`src/rtl/alu_pkg.sv`:
```
// Shared constants for the ALU arbiter: legal op codes, FSM encodings and
// op classification helpers.
package alu_pkg;

   localparam logic [3:0] OP_AND = 4'b0000;
   localparam logic [3:0] OP_OR  = 4'b0001;
   localparam logic [3:0] OP_ADD = 4'b0010;
   localparam logic [3:0] OP_SUB = 4'b0110;
   localparam logic [3:0] OP_SLT = 4'b0111;
   localparam logic [3:0] OP_NOR = 4'b1100;

   localparam logic [1:0] ST_IDLE = 2'd0;
   localparam logic [1:0] ST_EXEC = 2'd1;
   localparam logic [1:0] ST_RESP = 2'd2;

   function automatic logic is_legal_op(input logic [3:0] op);
      case (op)
         OP_AND, OP_OR, OP_ADD, OP_SUB, OP_SLT, OP_NOR: is_legal_op = 1'b1;
         default:                                       is_legal_op = 1'b0;
      endcase
   endfunction

   // Only arithmetic ops can report a meaningful overflow.
   function automatic logic has_ovf(input logic [3:0] op);
      has_ovf = (op == OP_ADD) || (op == OP_SUB);
   endfunction

endpackage

```
`src/rtl/alu_arbiter_if.sv`:
```
// Bus bundle for the ALU arbiter: two request channels, the external ALU
// port and the shared response channel.
interface alu_arbiter_if #(
   parameter int WIDTH = 16,
   parameter int OPW   = 4
);
   logic             req0_valid;
   logic             req0_ready;
   logic [WIDTH-1:0] req0_a;
   logic [WIDTH-1:0] req0_b;
   logic [OPW-1:0]   req0_op;

   logic             req1_valid;
   logic             req1_ready;
   logic [WIDTH-1:0] req1_a;
   logic [WIDTH-1:0] req1_b;
   logic [OPW-1:0]   req1_op;

   logic [WIDTH-1:0] alu_a;
   logic [WIDTH-1:0] alu_b;
   logic [OPW-1:0]   alu_control;
   logic [WIDTH-1:0] alu_result;
   logic             alu_overflow;

   logic             rsp_valid;
   logic             rsp_ready;
   logic             rsp_id;
   logic [WIDTH-1:0] rsp_result;
   logic             rsp_overflow;
   logic             rsp_err;

   modport slave (
      input  req0_valid, req0_a, req0_b, req0_op,
      output req0_ready,
      input  req1_valid, req1_a, req1_b, req1_op,
      output req1_ready,
      output alu_a, alu_b, alu_control,
      input  alu_result, alu_overflow,
      output rsp_valid, rsp_id, rsp_result, rsp_overflow, rsp_err,
      input  rsp_ready
   );

   modport master (
      output req0_valid, req0_a, req0_b, req0_op,
      input  req0_ready,
      output req1_valid, req1_a, req1_b, req1_op,
      input  req1_ready,
      input  alu_a, alu_b, alu_control,
      output alu_result, alu_overflow,
      input  rsp_valid, rsp_id, rsp_result, rsp_overflow, rsp_err,
      output rsp_ready
   );

endinterface

```
`src/rtl/alu_arbiter_rr_arb2.sv`:
```
// Two-way round-robin grant. The pointer names the favoured requester on a
// tie and moves away from whichever requester was just accepted.
module rr_arb2 (
   input  logic       clk,
   input  logic       rst_n,
   input  logic [1:0] i_valid,
   input  logic       i_accept,
   output logic [1:0] o_grant
);

   logic r_ptr;

   always_comb begin
      o_grant = i_valid;
      if (&i_valid) o_grant = r_ptr ? 2'b10 : 2'b01;
   end

   always_ff @(posedge clk or negedge rst_n) begin
      if (!rst_n)        r_ptr <= 1'b0;
      else if (i_accept) r_ptr <= o_grant[0];
   end

endmodule

```
`src/rtl/alu_arbiter.sv`:
```
// Shares one external ALU between two requesters: IDLE grants, EXEC drives
// registered operands and captures the result, RESP holds the tagged response.
module alu_arbiter
   import alu_pkg::*;
#(
   parameter int WIDTH = 16,
   parameter int OPW   = 4
) (
   input  logic           clk,
   input  logic           rst_n,
   alu_arbiter_if.slave   bus
);

   logic [1:0]       r_state;
   logic [WIDTH-1:0] r_a;
   logic [WIDTH-1:0] r_b;
   logic [OPW-1:0]   r_op;
   logic [OPW-1:0]   r_ctl;
   logic             r_id;
   logic [WIDTH-1:0] r_res;
   logic             r_ovf;
   logic             r_err;

   logic [1:0]       w_valid;
   logic [1:0]       w_grant;
   logic             w_idle;
   logic             w_accept;
   logic [OPW-1:0]   w_op;

   assign w_valid  = {bus.req1_valid, bus.req0_valid};
   assign w_idle   = (r_state == ST_IDLE);
   assign w_accept = w_idle && (|w_valid);
   assign w_op     = w_grant[1] ? bus.req1_op : bus.req0_op;

   rr_arb2 u_arb (
      .clk      (clk),
      .rst_n    (rst_n),
      .i_valid  (w_valid),
      .i_accept (w_accept),
      .o_grant  (w_grant)
   );

   // Gated by rst_n so ready is also low while reset is held.
   assign bus.req0_ready = rst_n && w_idle && w_grant[0];
   assign bus.req1_ready = rst_n && w_idle && w_grant[1];

   always_ff @(posedge clk or negedge rst_n) begin
      if (!rst_n) begin
         r_state <= ST_IDLE;
         r_a     <= '0;
         r_b     <= '0;
         r_op    <= '0;
         r_ctl   <= '0;
         r_id    <= 1'b0;
         r_res   <= '0;
         r_ovf   <= 1'b0;
         r_err   <= 1'b0;
      end else begin
         case (r_state)
            ST_IDLE: begin
               if (w_accept) begin
                  r_a     <= w_grant[1] ? bus.req1_a : bus.req0_a;
                  r_b     <= w_grant[1] ? bus.req1_b : bus.req0_b;
                  r_op    <= w_op;
                  // Illegal codes never reach the ALU; it sees AND instead.
                  r_ctl   <= is_legal_op(w_op) ? w_op : OP_AND;
                  r_id    <= w_grant[1];
                  r_state <= ST_EXEC;
               end
            end
            ST_EXEC: begin
               r_res   <= is_legal_op(r_op) ? bus.alu_result : '0;
               r_ovf   <= has_ovf(r_op) && bus.alu_overflow;
               r_err   <= !is_legal_op(r_op);
               r_state <= ST_RESP;
            end
            ST_RESP: begin
               if (bus.rsp_ready) r_state <= ST_IDLE;
            end
            default: r_state <= ST_IDLE;
         endcase
      end
   end

   assign bus.alu_a        = r_a;
   assign bus.alu_b        = r_b;
   assign bus.alu_control  = r_ctl;

   assign bus.rsp_valid    = (r_state == ST_RESP);
   assign bus.rsp_id       = r_id;
   assign bus.rsp_result   = r_res;
   assign bus.rsp_overflow = r_ovf;
   assign bus.rsp_err      = r_err;

endmodule

```
`src/flat_wrapper.sv`:
```
// flat-port wrapper written by rule: the top's interface ports become plain ports
module alu_arbiter_flat import alu_pkg::*;
#(
   parameter int WIDTH = 16,
   parameter int OPW   = 4
)
  (clk, rst_n, bus_req0_valid, bus_req0_a, bus_req0_b, bus_req0_op, bus_req0_ready, bus_req1_valid, bus_req1_a, bus_req1_b, bus_req1_op, bus_req1_ready, bus_alu_a, bus_alu_b, bus_alu_control, bus_alu_result, bus_alu_overflow, bus_rsp_valid, bus_rsp_id, bus_rsp_result, bus_rsp_overflow, bus_rsp_err, bus_rsp_ready);
  alu_arbiter_if #(.WIDTH(WIDTH), .OPW(OPW)) bus_i ();
  input  logic clk;
  input  logic rst_n;
  input wire logic [$bits(bus_i.req0_valid)-1:0] bus_req0_valid;
  input wire logic [$bits(bus_i.req0_a)-1:0] bus_req0_a;
  input wire logic [$bits(bus_i.req0_b)-1:0] bus_req0_b;
  input wire logic [$bits(bus_i.req0_op)-1:0] bus_req0_op;
  output wire logic [$bits(bus_i.req0_ready)-1:0] bus_req0_ready;
  input wire logic [$bits(bus_i.req1_valid)-1:0] bus_req1_valid;
  input wire logic [$bits(bus_i.req1_a)-1:0] bus_req1_a;
  input wire logic [$bits(bus_i.req1_b)-1:0] bus_req1_b;
  input wire logic [$bits(bus_i.req1_op)-1:0] bus_req1_op;
  output wire logic [$bits(bus_i.req1_ready)-1:0] bus_req1_ready;
  output wire logic [$bits(bus_i.alu_a)-1:0] bus_alu_a;
  output wire logic [$bits(bus_i.alu_b)-1:0] bus_alu_b;
  output wire logic [$bits(bus_i.alu_control)-1:0] bus_alu_control;
  input wire logic [$bits(bus_i.alu_result)-1:0] bus_alu_result;
  input wire logic [$bits(bus_i.alu_overflow)-1:0] bus_alu_overflow;
  output wire logic [$bits(bus_i.rsp_valid)-1:0] bus_rsp_valid;
  output wire logic [$bits(bus_i.rsp_id)-1:0] bus_rsp_id;
  output wire logic [$bits(bus_i.rsp_result)-1:0] bus_rsp_result;
  output wire logic [$bits(bus_i.rsp_overflow)-1:0] bus_rsp_overflow;
  output wire logic [$bits(bus_i.rsp_err)-1:0] bus_rsp_err;
  input wire logic [$bits(bus_i.rsp_ready)-1:0] bus_rsp_ready;
  assign bus_i.req0_valid = bus_req0_valid;
  assign bus_i.req0_a = bus_req0_a;
  assign bus_i.req0_b = bus_req0_b;
  assign bus_i.req0_op = bus_req0_op;
  assign bus_req0_ready = bus_i.req0_ready;
  assign bus_i.req1_valid = bus_req1_valid;
  assign bus_i.req1_a = bus_req1_a;
  assign bus_i.req1_b = bus_req1_b;
  assign bus_i.req1_op = bus_req1_op;
  assign bus_req1_ready = bus_i.req1_ready;
  assign bus_alu_a = bus_i.alu_a;
  assign bus_alu_b = bus_i.alu_b;
  assign bus_alu_control = bus_i.alu_control;
  assign bus_i.alu_result = bus_alu_result;
  assign bus_i.alu_overflow = bus_alu_overflow;
  assign bus_rsp_valid = bus_i.rsp_valid;
  assign bus_rsp_id = bus_i.rsp_id;
  assign bus_rsp_result = bus_i.rsp_result;
  assign bus_rsp_overflow = bus_i.rsp_overflow;
  assign bus_rsp_err = bus_i.rsp_err;
  assign bus_i.rsp_ready = bus_rsp_ready;
  alu_arbiter #(.WIDTH(WIDTH), .OPW(OPW)) u_core (.clk(clk), .rst_n(rst_n), .bus(bus_i));
endmodule
```
`config.mk`:
```
export PLATFORM = sky130hd
export DESIGN_NAME = alu_arbiter_flat
export DESIGN_NICKNAME = d
export VERILOG_FILES = /design/src/rtl/alu_pkg.sv /design/src/rtl/alu_arbiter_if.sv /design/src/rtl/alu_arbiter_rr_arb2.sv /design/src/rtl/alu_arbiter.sv /design/src/flat_wrapper.sv
export SDC_FILE = /design/constraint.sdc
export NUM_CORES = 1
export LEC_CHECK = 0
export BUFFER_PORTS_ARGS = -buffer_cell sky130_fd_sc_hd__buf_2
export CAP_MARGIN = 20
export CORE_MARGIN = 2
export CORE_UTILIZATION = 40
export CTS_CLUSTER_DIAMETER = 50
export CTS_CLUSTER_SIZE = 24
export DETAILED_ROUTE_END_ITERATION = 8
export PLACE_DENSITY = 0.71
export SLEW_MARGIN = 20
export SYNTH_ARGS = -nofsm -noshare
export SYNTH_HDL_FRONTEND = slang
export SYNTH_SLANG_ARGS = --single-unit
```
`constraint.sdc`:
```
create_clock -name clk -period 1.33 [get_ports clk]
set_input_delay 0.133 -clock clk [delete_from_list [all_inputs] [get_ports clk]]
set_output_delay 0.133 -clock clk [all_outputs]
set_load 0.02 [all_outputs]
```
[After elaboration in Yosys (flattened, before gate mapping)]
Cells that the tools add are included.
Cells by class
  add/sub/neg operators: 0
  equal/unequal tests: 14
  magnitude comparators: 0
  reduce and logical (&&, ||, !) cells: 16
  shift operators: 0
  $mul: 0
  bitwise logic cells: 0
  muxes and demuxes: 15
  div/mod/pow operators: 0
Operator list (count)
  2-to-1 mux 16 bit: 3
  equality test 4 x 3 -> 1 bit, second input constant: 4
  OR reduction 6 bit: 2
  equality test 4 x 1 -> 1 bit, second input constant: 2
  equality test 4 x 2 -> 1 bit, second input constant: 2
  equality test 4 bit, second input constant: 2
  zero test 4 bit: 2
  2-to-1 mux 2 bit: 4
  2-to-1 mux 4 bit: 2
  one-hot mux 2 bit (3 select lines): 1
  AND reduction 2 bit: 3
  logical AND 1 bit: 5
  2-to-1 mux 1 bit: 5
  equality test 2 x 1 -> 1 bit, second input constant: 1
  equality test 2 bit, second input constant: 1
  zero test 2 bit: 1
  != test 2 x 1 -> 1 bit, second input constant: 1
  != test 2 bit, second input constant: 1
  OR reduction 2 bit: 1
  zero test 1 bit: 1
  logical OR 1 bit: 1
Storage, ports and cells
  logic and storage cells: 55
  bits of input ports: 94
  output and inout bits: 58
  register bits: 62
  memory bits (writable): 0
  bits in latches: 0
  ROM bits: 0
  memories kept: 0

[Logic depth before layout (Yosys ltp)]
Gate-level depths: netlist of run 1.
  word-level depth: 9
  depth in mapped cells: 7
  depth with buffers taken out: 3

[Hierarchy]
From an unflattened synthesis of run 1, not the netlist that was laid out.
Second synthesis, totals
  cells, all modules: 277
  area, all modules: 2902.8 µm²
Modules (own cells, without submodules)
  alu_arbiter: area each 2840.2 µm², instances 1, seq. area each 1526.5 µm², cells an instance 272
  rr_arb2: area each 62.6 µm², instances 1, seq. area each 25.0 µm², cells an instance 5

[Least setup slack after synthesis of run 1]
No wires, ideal clock.
  kind: reg-to-output
  start: register u_core.r_state[1]
  end: output port bus_req1_ready
  cell stages (with the launch flop): 6
  path slack: -316 ps
  path buffers: 2
  required time: 1197 ps
  data arrival time: 1513 ps
  cells stage by stage: dfrtp_1 nor2_1 buf_2 buf_1 nand2_1 nor3_1
Between the ends
  longest elaborated chain between the ends: 3
Ends and longest elaborated chain
  from (decl): line alu_arbiter.sv:14  | logic [1:0] r_state;
  from (signal assigned): line alu_arbiter.sv:49  | r_state <= ST_IDLE;
  from (signal assigned): line alu_arbiter.sv:68  | r_state <= ST_EXEC;
  from (signal assigned): line alu_arbiter.sv:75  | r_state <= ST_RESP;
  zero test 2 bit: line alu_arbiter.sv:31  | assign w_idle = (r_state == ST_IDLE);
  logical AND 1 bit (2 in a row): line alu_arbiter.sv:45  | assign bus.req1_ready = rst_n && w_idle && w_grant[1];
  to (decl): line flat_wrapper.sv:20  | output wire logic [$bits(bus_i.req1_ready)-1:0] bus_req1_ready;
Every way passes these cells.

[Worst setup path in the final report of run 1]
  start: register u_core.r_state[0]
  end: output port bus_req1_ready
The elaborated chain is that of the path after synthesis.

==> metrics.txt, run 1 <==
DR iter-0 viols between 100 and 150; EDFF count, synth 0; drt drc 0; drt via density roughly 5.4; hold_ws approximately 0.029 ns; Starting Density 41.7%; Worst EP arrival ~1.4 ns; worst path required time between 1 and 1.5 ns; ys flop type dfrtp_1; hpwl dp about 6700 um; total grt overflow 0; final std cells w/o fill around 620; first-pass GRT wire length between 10000 and 15000 um; Final Hold Vio Count 0; Seq/Total Area, Yosys roughly 50%; Synth Instances between 300 and 400; Die X just over 90 um; top-count cell post-synth dfrtp_1; worst path cell trace nor2_4 -> buf_12 -> nand2_1 -> nor3_4 -> buf_6; synth cell count leaders dfrtp_1, o21ai_0, a21oi_1, a31oi_1, nand3_1; status complete, but fails checks; WS Path Type reg -> out; full die area about 8400 um^2; worst-margin pin slew around 0.60 ns; initial antenna violation count 0; post-synth net total 441; largest net degree at the start of global routing 47; Place WS -0.0211 ns; Std-Cell Rows 31; DRT antenna net count 0; Synth Cell Area between 3000 and 4000 um^2; slowest cell on the critical path dfrtp_1; # H-tree levels 3; CTS root buf clkbuf_8; routability cong. 0.855; skew final 0.0103 ns; P&R area growth vs syn 49.7%; Yosys cell types 34; Slew Limit Fails 0; violated checks negative setup slack; Final #Nets 607; Die Y between 90 and 100 um; Routed WL between 10000 and 15000 um; post-synth top area share about half; CP Max Fanout 3; Yosys top cell by area dfrtp_1; crit-path max cell delay around 0.42 ns; GR Util All Layers 22.1%; worst vdd ir between 1000 and 1500 uV; leak pwr about 0.0022 uW; TritonCTS clock tree done; Relative slew margins between 60% and 70%; TNS Setup -0.840 ns; top cells by area, synth dfrtp_1, o21ai_0, a31oi_1, a21oi_1, nand3_1; Core Area 7370 um^2; CP Launch Type register; Syn Area/Cell 8.87 um^2; worst hold path class in -> reg; 1st-pass router iterations 5; clk sinks 62; total CTS buffers 9; FFs w/ async S/R, synth 100%; setup repair after global routing missed its margin true; share of cells above drive strength 1 a little over two fifths; placed insts 582; fmax 0.644 GHz; Final setup viols 25; Port-buffer cells approximately 150; Clock Path Buffers 2; Max-Cap Viols 0; Final period util 117%; routed vias 3348; flops & latches, synth 62; Worst-path clk slew roughly 0.070 ns; number of global-route vias before repair 3037; setup ws final -0.223 ns; min Tclk post-route 1.55 ns; Power Dens Cells 2570 nW/um^2; clk_lat worst skew about 0.35 ns; drt wl/cell roughly 16 um; diodes inserted 0; endpoint class of the critical path output pin; # IOs about 150; synthesis warning total 0
==> worst max-delay path, delay by kind of cell (launching register included) <==
kind	cells	cell delay, ns
AND/OR/NAND/NOR	3	0.39
flip-flops	1	0.42
buffers and inverters	2	0.26
==> area by class of cell <==
cell class | count | area [um^2]
sequential | 62 | 1550
fill | 652 | 2760
multi-input combinational | 240 | 1350
inverter | 7 | 26.3
tap | 99 | 124
clock inverter | 3 | 90.1
clock buffer | 13 | 159
timing repair buffer | 193 | 1310
==> worst paths after layout <==
kind	from	endpoint	slack (ns)	cells after the start
max in group asynchronous	rst_n	u_core.r_op[0]	0.38	3
worst min-delay path	bus_alu_result[12]	u_core.bus.rsp_result[12]	0.03	3
worst max register to register	u_core.u_arb.r_ptr	u_core.bus.alu_control[0]	-0.06	4
worst max-delay path	u_core.r_state[0]	bus_req1_ready	-0.22	5
worst min register to register	u_core.bus.rsp_result[13]	u_core.bus.rsp_result[13]	0.48	2
min in group asynchronous	rst_n	u_core.bus.alu_a[12]	0.39	3
==> cell families (layout without fill, tap and decap cells) <==
kind of cell    Yosys count  count (layout)  synth area share (%)
compound gates          143             143                  26.3
xor+xnor                  2               2                 0.569
buf+inv                  45             216                  7.28
flops                    62              62                  50.4
mux                       1               1                 0.366
simple gates             94              94                  15.1
==> per-layer routing <==
layer  up-vias  GRT usage, %  share of wire [%]
met5         -             0                  0
met4         0          9.70                1.6
met3        15          5.92                8.2
met2       166          33.5                 46
met1      1576          29.9                 44
li1       1591             -                  -
==> repair_timing <==
item,4_1_cts,5_1_grt
endpoints found under the hold margin,62,0
hold buffers,1,0
gates resized for setup,18,18
gates cloned,1,7
pin swaps,1,3
setup buffers,7,4
endpoints found under the setup margin,16,57
==> sequential cells by signal (all words and copies together) (netlist names) <==
register                 count
u_core.bus.alu_b            16
u_core.r_op                  4
u_core.bus.rsp_overflow      1
u_core.r_state               2
u_core.bus.rsp_result       16
u_core.u_arb.r_ptr           1
u_core.bus.rsp_id            1
u_core.bus.alu_control       4
u_core.bus.alu_a            16
u_core.bus.rsp_err           1
==> power by group <==
group | switching, uW | internal [uW] | leakage (uW)
clock | 742 | 1350 | 0.000124
sequential | 546 | 2850 | 0.000738
combinational | 3540 | 2800 | 0.00130
total | 4830 | 7000 | 0.00216
==> placed cells by master (no fill, tap or decap), drive strengths merged, types with 2 or more instances in the layout <==
master and instances:
a21oi 40, o21ai 55, nor3b 2, bufinv 3, nand2 34, a31oi 41
inv 7, nor2 2, nand2b 4, nand3 37, dfrtp 62, o2111ai 2
o221ai 2, buf 187, nor2b 4, clkbuf 17, nand4 3
==> per-stage QoR <==
step / utilization, % / instance area [um^2] / power (uW)
3_3_place_gp: 54.3 / 4000 / 8390
5_1_grt: 62.5 / 4610 / 12500
2_1_floorplan: - / 3090 / 6670
3_5_place_dp: 54.3 / 4000 / 8500
4_1_cts: 59.9 / 4410 / 11100
6_report: 62.5 / 4610 / 11800
(Power assumes the default switching activity.)
==> inputs of run 2 (changes only) <==
Settings changed: CELL_PAD_IN_SITES_DETAIL_PLACEMENT set to 1, CELL_PAD_IN_SITES_GLOBAL_PLACEMENT set to 1, CORE_UTILIZATION 40 to 29, PLACE_DENSITY 0.71 to 0.72.
Clock period 1.33 ns to 1.3 ns, I/O delays scaled along.
==> run 2 against run 1 <==
Effect of this change:
- the run still ends with negative setup slack left
- sequential cell count stayed put
- sequential share of layout area is 0.65 points lower
- clock skew barely moved
- non-clock buffer count up 1
- worst setup slack improved by 0.037 ns
- design area is 2.0% higher
- die area grew 36%
- critical path type unchanged
- routed wire length increased by 22%
- utilization down 17 points
- cell count up 6.0%
==> metrics.txt, run 2 (synthesized netlist as in run 1, its figures left out) <==
met3 wire len between 600 and 700 um; WS Path Type reg -> out; # IOs 152; clk_lat worst skew 0.34 ns; CTS root buf clkbuf_8; setup repair after global routing missed its margin true; hold_ws just under 0.04 ns; Sequential cell area 1550 um^2; P&R area growth vs syn 52.7%; DRT antenna net count 0; skew final about 0.011 ns; Fillers ~1200; commonest cells after routing, fill and taps aside buf_2, dfrtp_1, o21ai_2; 1st-pass router iterations 4; status complete, but fails checks; CP delay by family, top flip-flops; Layout Utilization 45.5%; worst vdd ir 976 uV; slowest cell on the critical path dfrtp_1; total grt overflow 0; setup ws final -0.186 ns; largest net degree at the start of global routing 37; worst-margin pin slew between 0.4 and 0.5 ns; diodes inserted 0; Max-Cap Viols 0; Core Area a little over 10000 um^2; crit-path max cell delay between 0.4 and 0.5 ns; Worst EP arrival about 1.4 ns; most used cell, CP buf_6; Die Y 107 um; footprint of the multi-input gates 1510 um^2; Std-Cell Rows 37; leak pwr around 0.0022 uW; min Tclk post-route 1.49 ns; Die X 107 um; routability cong. around 0.75; violated checks negative setup slack; drt drc 0; number of global-route vias before repair ~3700; TritonCTS clock tree done; met2 wire length 6360 um; CP Max Fanout 4; Final period util 114%; Slew Limit Fails 0; worst path required time between 1 and 1.5 ns; Port-buffer cells around 150; top sig layer met4; Starting Density 29.8%; routed vias 3468; worst path cell trace nor2_4 -> buf_6 -> and3_1 -> buf_6; most common cell after layout, fill and taps aside buf_2; DR iter-0 viols 124; GR Util All Layers a little over a fifth; Routed WL roughly 12000 um; CP Launch Type register; M1 WL between 5000 and 6000 um; clk sinks 62; fmax around 0.67 GHz; Worst-path clk slew ~0.070 ns; Final #Nets a little over 600; first-pass GRT wire length ~19000 um; Place WS -0.0651 ns; Final Hold Vio Count 0; share of cells above drive strength 1 between 50% and 60%; drt via density about 5.3; total CTS buffers 9; endpoint class of the critical path output pin; crit path buf inv count 2; drt wl/cell about 19 um; worst hold path class in -> reg; Power Dens Cells 2490 nW/um^2; hpwl dp around 8500 um; Final setup viols 47; Clock Path Buffers 2; # H-tree levels 3; Relative slew margins just under 70%; initial antenna violation count 0; Pwr Total 11700 uW; full die area around 11000 um^2
## run 2: power by group
part	total, uW	leakage [uW]	internal [uW]	switching [uW]
clock	1550	0.0000910	776	776
combinational	6600	0.00133	2700	3910
sequential	3540	0.000738	2920	624
total	11700	0.00216	6390	5310
## run 2: final cells by class
type	count	area share (%)
Clock buffer	11	3.22
Clock inverter	4	0.479
Inverter	7	0.559
Multi-Input combinational cell	240	32.1
Sequential cell	62	33.0
Tap cell	136	3.62
Timing Repair Buffer	194	27.0
## run 2: repair_timing
item                                   4_1_cts  5_1_grt
setup buffers                                7        5
setup endpoints to repair                   48       60
endpoints found under the hold margin       27        0
pin swaps                                    6       31
resized for setup                           59       62
cloned                                       2        3
hold buffers                                 3        0
## run 2: worst reg2reg max path, delay by kind of cell, from the launching register on
family | cells | cell delay, ns
buffers and inverters | 3 | 0.43
and+or+nand+nor | 1 | 0.26
DFF | 1 | 0.38
AOI/OAI and AO/OA | 2 | 0.28
## run 2: worst paths after layout
check / to / cells past startpoint / from / slack (ns)
max: bus_req0_ready / 4 / u_core.r_state[0] / -0.19
min: u_core.bus.rsp_result[0] / 3 / bus_alu_result[0] / 0.04
max reg2reg: u_core.bus.alu_control[3] / 6 / u_core.u_arb.r_ptr / -0.17
min reg2reg: u_core.bus.rsp_result[14] / 2 / u_core.bus.rsp_result[14] / 0.48
max in group asynchronous: u_core.bus.rsp_result[9] / 3 / rst_n / 0.45
min in group asynchronous: u_core.bus.alu_b[13] / 3 / rst_n / 0.52
## run 2: stage by stage
step           std cells  cell area (um^2)  setup TNS [ns]
2_1_floorplan        347              3090               0
3_3_place_gp         620              4060               0
3_5_place_dp         620              4060          -0.160
4_1_cts              647              4430          -0.674
5_1_grt              654              4700           -5.84
6_report             654              4700           -3.18
## run 2: per-layer routing
layer,up-vias,global-route usage [%]
li1,1596,-
met4,0,8.16
met5,-,0
met1,1738,26.2
met2,113,36.6
met3,21,3.28
==> inputs of run 3 (changes only) <==
Settings changed: HOLD_SLACK_MARGIN set to 0.15.
==> run 3 against run 2 <==
Effect of this change:
- the run still ends with negative setup slack left
- non-clock buffer count increased by 90
- global-route usage increased by 4.4 points
- worst hold slack improved by 0.24 ns
- critical path type is now reg -> reg
==> metrics.txt, run 3 (synthesized netlist as in run 1, its figures left out) <==
status complete, but fails checks; violated checks negative setup slack; TritonCTS clock tree done; 1st-pass router iterations 4; number of global-route vias before repair around 4400; setup ws final -0.191 ns; TNS Setup -4.11 ns; fmax approximately 0.67 GHz; slowest cell on the critical path dfrtp_1; Final Hold Vio Count 0; WS Path Type reg -> reg; share of cells above drive strength 1 between 40% and 50%; P&R area growth vs syn 84.3%; CP delay by family, top buffers and inverters; min-delay src bus_req1_valid; GR Util All Layers 25.4%; worst hold path class in -> reg; top sig layer met4; Slew Limit Fails 0; worst path required time roughly 1.5 ns; Reg-to-Reg Start u_core.u_arb.r_ptr; Reg-to-Reg End u_core.bus.alu_control[3]; initial antenna violation count 3; most common cell after layout, fill and taps aside buf_2; Final period util 115%; Core Area approximately 10000 um^2; Routed WL 15200 um; combinational cell fraction of total power roughly three fifths; Clock Path Buffers 2; worst path cell trace and2b_2 -> buf_4 -> buf_8 -> buf_12 -> o211ai_1 -> a31oi_1; R2R cell count 6; worst-margin pin slew ~0.48 ns; skew final slightly below 0.009 ns; CP Launch Type register; setup repair after global routing missed its margin true; Net Sw Frac between 40% and 50%; Final setup viols between 50 and 60; Relative slew margins between 60% and 70%; M1 WL just under 6000 um; endpoint class of the critical path register; Die X around 110 um; Switch Pwr about 5600 uW; hold path endpoint u_core.u_arb.r_ptr; drt drc 0; # IOs about 150; total grt overflow 0; # H-tree levels 3; final std cells w/o fill roughly 750; drt wl/cell 20.4 um; total CTS buffers 9; largest net degree at the start of global routing 37; hpwl dp 8470 um; min Tclk post-route 1.49 ns; first-pass GRT wire length around 23000 um; footprint of the multi-input gates about 1500 um^2; Final #Nets about 700; Worst EP arrival approximately 1.7 ns; met2 wire length 7980 um; commonest cells after routing, fill and taps aside buf_2, dlygate4sd3_1, dfrtp_1; internal power between 6000 and 7000 uW; full die area around 11000 um^2; Std-Cell Rows 37; clk_lat worst skew 0.34 ns; hold depth 3; Starting Density roughly 30%; placed insts 620; DR iter-0 viols 252; CP Max Fanout 8; crit path buf inv count 3; Clock Power Share approximately 13%; Worst-path clk slew around 0.070 ns; routability cong. roughly 0.75; crit-path max cell delay 0.38 ns; Fillers ~1200; Die Y 107 um; DRT antenna net count 0; Reg2Reg Setup Slack -0.19 ns; Max-Cap Viols 0; sequential share of power roughly 29%; Sequential cell area between 1500 and 2000 um^2; clk sinks 62; CTS root buf clkbuf_8; drt via density approximately 5.4; routed vias ~4000; Power Dens Cells 2170 nW/um^2; leak pwr ~0.0026 uW; worst vdd ir 826 uV; Port-buffer cells 151; met3 wire len around 750 um
## run 3: power groups by stage
stage / Clock, uW / Sequential [uW] / Combinational (uW)
global placement: 0 / 3530 / 5240
detailed placement: 0 / 3580 / 5410
global route: 1650 / 3670 / 7730
CTS: 1570 / 3540 / 6080
finish: 1540 / 3570 / 7220
floorplan: 0 / 4510 / 2310
## run 3: repair_timing
action	CTS	global route
gates cloned	2	4
setup endpoints to repair	48	60
hold buffers	92	0
pin swaps	6	28
gates resized for setup	59	69
buffers inserted	7	5
hold endpoints to repair	118	0
## run 3: worst max-delay path by stage
stage                                   from                        end  slack [ns]  cells after the start
after global placement     u_core.r_state[1]  u_core.bus.alu_control[1]        0.04                      4
final                     u_core.u_arb.r_ptr  u_core.bus.alu_control[3]       -0.19                      6
after CTS                 u_core.u_arb.r_ptr             bus_req1_ready       -0.18                      4
after floorplan            u_core.r_state[1]             bus_req1_ready        0.01                      5
after global routing       u_core.r_state[0]             bus_req1_ready       -0.24                      4
after detailed placement   u_core.r_state[0]   u_core.bus.rsp_result[5]       -0.07                      4
## run 3: layout make-up
class	count	share of cell area (%)
Multi-Input combinational cell	240	27.3
Timing Repair Buffer	284	38.7
Clock buffer	11	2.67
Clock inverter	4	0.397
Sequential cell	62	27.4
Antenna cell	3	0.132
Inverter	7	0.463
Tap cell	136	3.00
## run 3: worst register-to-register path, delay by kind of cell (launching register included)
family / cells / cell delay [ns]
buffers and inverters: 3 / 0.43
flip-flops: 1 / 0.38
AND/OR/NAND/NOR: 1 / 0.26
AO/OA/AOI/OAI: 2 / 0.30
## run 3: stage by stage
step	cell area (um^2)	utilization (%)	power [uW]	hold WS, ns	setup slack (ns)
floorplan	3090	-	6830	-0.166	0.0100
global placement	4060	39.3	8770	0.231	0.0442
detailed placement	4060	39.3	8990	0.239	-0.0651
CTS	5320	51.5	11200	0.261	-0.185
global route	5670	54.9	13000	0.311	-0.243
finish	5670	54.9	12300	0.283	-0.191
## run 3: per-layer routing
| layer | global-route usage, % | vias up |
|---|---|---|
| met4 | 14.3 | 0 |
| met1 | 29.6 | 1986 |
| met3 | 4.13 | 52 |
| met2 | 44.4 | 180 |
| met5 | 0 | - |
| li1 | - | 1788 |
